$ cat config.mk
export PLATFORM = sky130hd
export DESIGN_NAME = serial_adder_fsm
export DESIGN_NICKNAME = d
export VERILOG_FILES = /design/src/rtl/serial_adder_fsm.sv
export SDC_FILE = /design/constraint.sdc
export NUM_CORES = 1
export LEC_CHECK = 0
export CORE_MARGIN = 5
export CORE_UTILIZATION = 55
export CTS_BUF_LIST = sky130_fd_sc_hd__clkbuf_8 sky130_fd_sc_hd__clkbuf_16
export DETAILED_ROUTE_END_ITERATION = 8
export PLACE_DENSITY = 0.89
export SYNTH_ARGS = -nofsm -noshare
export SYNTH_HDL_FRONTEND = slang
export SYNTH_SLANG_ARGS = --single-unit
$ cat constraint.sdc
create_clock -name clk -period 3.7 [get_ports clk]
set_input_delay 0.74 -clock clk [delete_from_list [all_inputs] [get_ports clk]]
set_output_delay 0.74 -clock clk [all_outputs]
set_load 0.01 [all_outputs]
$ cat src/rtl/serial_adder_fsm.sv
// serial_adder_fsm: bit-serial adder/subtractor, one bit per clock, LSB first.
// A single full-adder slice with a registered carry walks across WIDTH-bit
// operands. Results appear only at completion together with carry-out and
// signed overflow.
//
// Handshake: start is sampled on a rising edge only while idle (busy=0);
// that edge accepts the operands and raises busy. start seen while busy=1 is
// dropped, not queued. WIDTH edges after the accept edge the result registers
// load, busy falls and done pulses high for one cycle. The done cycle is idle,
// so a start held high there is accepted immediately (back-to-back).
module serial_adder_fsm #(
    parameter int WIDTH = 8
) (
    input  logic             clk,
    input  logic             rst_n,
    input  logic             start,
    input  logic             sub,
    input  logic [WIDTH-1:0] a,
    input  logic [WIDTH-1:0] b,
    input  logic             cin,
    output logic             busy,
    output logic             done,
    output logic [WIDTH-1:0] sum,
    output logic             cout,
    output logic             overflow,
    output logic             dbg_state
);

    localparam int CW = $clog2(WIDTH + 1);
    localparam logic [CW-1:0] LAST_BIT = CW'(WIDTH - 1);

    typedef enum logic {
        S_IDLE = 1'b0,
        S_RUN  = 1'b1
    } state_t;

    state_t           r_state;
    state_t           w_state_nxt;
    logic [WIDTH-1:0] r_shift_a;
    logic [WIDTH-1:0] r_shift_b;
    logic [WIDTH-1:0] r_result;
    logic             r_carry;
    logic [CW-1:0]    r_count;
    logic             w_accept;
    logic             w_last;
    logic             w_bit;
    logic             w_carry_nxt;

    // Full-adder slice on the current LSBs and the registered carry.
    assign w_bit       = r_shift_a[0] ^ r_shift_b[0] ^ r_carry;
    assign w_carry_nxt = (r_shift_a[0] & r_shift_b[0]) |
                         (r_shift_a[0] & r_carry) |
                         (r_shift_b[0] & r_carry);
    assign w_last      = (r_count == LAST_BIT);

    assign busy      = (r_state == S_RUN);
    assign dbg_state = r_state;

    // State register.
    always_ff @(posedge clk or negedge rst_n) begin
        if (!rst_n) begin
            r_state <= S_IDLE;
        end else begin
            r_state <= w_state_nxt;
        end
    end

    // Next-state logic: accept only from IDLE, leave RUN after the MSB edge.
    always_comb begin
        w_state_nxt = r_state;
        w_accept    = 1'b0;
        case (r_state)
            S_IDLE: begin
                if (start) begin
                    w_accept    = 1'b1;
                    w_state_nxt = S_RUN;
                end
            end
            S_RUN: begin
                if (w_last) begin
                    w_state_nxt = S_IDLE;
                end
            end
            default: w_state_nxt = S_IDLE;
        endcase
    end

    // Operand load on accept, then shift one bit per RUN edge.
    // Subtraction is a + ~b + 1, so the inversion and the forced carry are
    // applied once at load time and the slice itself never knows the mode.
    always_ff @(posedge clk or negedge rst_n) begin
        if (!rst_n) begin
            r_shift_a <= '0;
            r_shift_b <= '0;
            r_result  <= '0;
            r_carry   <= 1'b0;
            r_count   <= '0;
        end else if (w_accept) begin
            r_shift_a <= a;
            r_shift_b <= sub ? ~b : b;
            r_carry   <= sub ? 1'b1 : cin;
            r_count   <= '0;
        end else if (r_state == S_RUN) begin
            r_result  <= {w_bit, r_result[WIDTH-1:1]};
            r_shift_a <= r_shift_a >> 1;
            r_shift_b <= r_shift_b >> 1;
            r_carry   <= w_carry_nxt;
            r_count   <= r_count + CW'(1);
        end
    end

    // Output registers load only at completion, so partial sums never show.
    // On the MSB edge r_carry still holds the carry into the MSB, which is
    // what overflow compares against the carry out.
    always_ff @(posedge clk or negedge rst_n) begin
        if (!rst_n) begin
            sum      <= '0;
            cout     <= 1'b0;
            overflow <= 1'b0;
            done     <= 1'b0;
        end else begin
            done <= 1'b0;
            if ((r_state == S_RUN) && w_last) begin
                sum      <= {w_bit, r_result[WIDTH-1:1]};
                cout     <= w_carry_nxt;
                overflow <= r_carry ^ w_carry_nxt;
                done     <= 1'b1;
            end
        end
    end

endmodule

==> metrics <==
Worst-path clk slew=0.07 ns; clk sinks=40; Synth area leaders=dfrtp_1, mux2i_1, mux2_2, mux2_4, o21ai_0; Hold Violations, Final=0; top cells by count, synth=dfrtp_1, nand2_1, o21ai_0, mux2i_1, mux2_2; most common cell in the netlist=dfrtp_1; Initial Util=0.5823; area of the multi-input gates=728.2 sq um; Tightest Pin Transition=1.016 ns; Post-Syn Area per Cell=12.55 sq um; Area Overhead vs Synth=22.58%; Cell variety after synth=25; EDFF count, synth=0; R2R Setup Slk=2.05 ns; setup TNS=0 ns; CTS Hold Buffers Added=0; post-DP HPWL=2.296 mm; GR met2 Demand/Resource=0.2859; deepest level of the CTS H-tree=2; chip width=67.32 um; Vias=1152; crit path max fanout=21; layout cell share with drive strength beyond 1=0.1477; worst reg2reg path endpoint=sum[4]$_DFFE_PN0P_; drt pass-1 iters=4; Via density=5.236; Starting DRT DRC Count=44; hold_ws=0.4898 ns; M1 GR Usage=0.2030; status=finished clean; Fill cells=245; clk_lat worst skew=0.29 ns; Setup CP Type=primary input to register; max-cap viol count=0; wire per inst=14.64 um; Mapped Nets=167; DRC=0; RSZ-0062 raised after global routing=no; Startpoint Class=primary input; final clock skew=0.005034 ns; Relative slew margins=0.3205; Detailed Route WL=3.220 mm; period utilization=0.6244; power per standard cell area=733.6 nW/um^2; number of setup buffers added after CTS=0; Seq/Total Area, Yosys=0.5540; required time worst endpoint=3.86 ns; Core ar.=3103 sq um; GR Layer Usage met3=0.05657; gp weighted congestion=0.7588; diodes inserted=0; antenna-violating nets left=0; Root Driver=clkbuf_8; gate count of the mapped netlist=144; YS warnings=0; HP Start=r_shift_a[5]$_DFFE_PN0P_; Worst Reg-to-Reg Cells=3; first-pass GRT wire length=5.616 mm; die extent in y=67.32 um; leakage=0.001069 uW; RR Startpoint=busy$_DFF_PN0_; Yosys top cell area share=0.5540; post_cts resized=0; Highest Clock Rate=432.9 MHz; Slew Viols, Final=0; largest net degree at the start of global routing=48; Synth area leader=dfrtp_1; maximum VDD drop=281.7 uV; initial antenna violation count=0; Hold WC Path Type=register to register; final period demand of the worst path=2.310 ns; Synth Cell Area=1807 sq um; GR peak layer=met2; die area=4531 sq um; io pins=34; number of buffers created by CTS=5; post-synthesis register bit count=40; Setup-failing EPs final=0; Post-synth top flop=dfrtp_1; Final Net Count=198; CP Capture Type=register; Crit path arrival time=2.47 ns; # port buffers=33; hold path depth=2; worst min-delay path endpoint=r_shift_a[4]$_DFFE_PN0P_; remaining global-route overflow=0; sequential standard cell area=1001 sq um; GRT Total Usage=0.1690; CTS tree=built; vias in the first global route=1203; clk buf depth=2; Async S/R FF share, synth=1.000; Site Rows=20
==> kinds of logic (layout without fill, tap and decap cells) <==
| group | Yosys count | count (layout) | synth area share |
|---|---|---|---|
| xor gates and xnor gates | 9 | 9 | 0.04363 |
| adders and majority gates | 2 | 2 | 0.01800 |
| AOI/OAI and AO/OA | 23 | 23 | 0.07203 |
| and+or+nand+nor | 27 | 27 | 0.07133 |
| DFF | 40 | 40 | 0.5540 |
| muxes | 31 | 31 | 0.1981 |
| buffers and inverters | 12 | 44 | 0.04293 |
==> placed cells by master (no fill, tap or decap), drive strengths merged <==
cell type | netlist | final
ha | 1 | 1
buf | 10 | 2
nand2 | 17 | 17
clkbuf | 0 | 6
a21oi | 1 | 1
o31ai | 1 | 1
o22ai | 1 | 1
o21ai | 16 | 16
nor2 | 6 | 6
xor2 | 6 | 6
nor2b | 1 | 1
inv | 2 | 4
clkdlybuf4s50 | 0 | 32
a21o | 1 | 1
xnor2 | 3 | 3
a211oi | 2 | 2
dfrtp | 40 | 40
a22o | 1 | 1
nand4b | 1 | 1
mux2i | 14 | 14
fa | 1 | 1
nand3 | 1 | 1
mux2 | 17 | 17
nor3b | 1 | 1
==> state kept, by name, summed over array words and instances, names as in the netlist <==
signal and count:
r_count 4, r_carry 1, cout 1, r_shift_b 8, r_shift_a 8, r_result 7
busy 1, overflow 1, done 1, sum 8
==> worst max path at each step <==
stage | start | end | slack (ns)
2_1_floorplan | sub | r_shift_b[0]$_DFFE_PN0P_ | 2.30
3_3_place_gp | start | r_count[0]$_DFFE_PN0P_ | 1.19
3_5_place_dp | start | r_count[2]$_DFFE_PN0P_ | 1.10
4_1_cts | start | r_count[2]$_DFFE_PN0P_ | 1.39
5_1_grt | start | r_count[2]$_DFFE_PN0P_ | 1.24
6_report | start | r_count[2]$_DFFE_PN0P_ | 1.39
==> critical path, stage by stage <==
cell,delay [ns]
clkdlybuf4s50_1,1.14
nor2_1,0.26
o21ai_0,0.21
o21ai_0,0.12
==> per-stage QoR <==
step | cell area [sq um] | std cells | setup WS [ns] | util | total power [uW]
4_1_cts | 2215 | 220 | 1.385 | 0.7137 | 1644
6_report | 2215 | 220 | 1.390 | 0.7137 | 1625
5_1_grt | 2215 | 220 | 1.237 | 0.7137 | 1737
2_1_floorplan | 1807 | 144 | 2.303 | - | 1138
3_5_place_dp | 2125 | 212 | 1.100 | 0.6847 | 1355
3_3_place_gp | 2125 | 212 | 1.187 | 0.6847 | 1299
==> where the power goes <==
| part | switching, uW | internal, uW |
|---|---|---|
| Combinational | 265 | 344 |
| Sequential | 118 | 614 |
| Clock | 137 | 146 |
==> area by class of cell <==
class,instances,share of cell area
flip-flops and latches,40,0.4520
multi-input cells,92,0.3288
clock buffers,6,0.03729
repair buffers,34,0.1503
well taps,44,0.02486
clock inverters,2,0.003390
inverters,2,0.003390
==> metal layers <==
layer	routed length [um]	up-vias
met3	183	7
li1	-	554
met2	1580	39
met5	0	-
met4	46	0
met1	1410	552
Power figures use the tool's default switching activity.
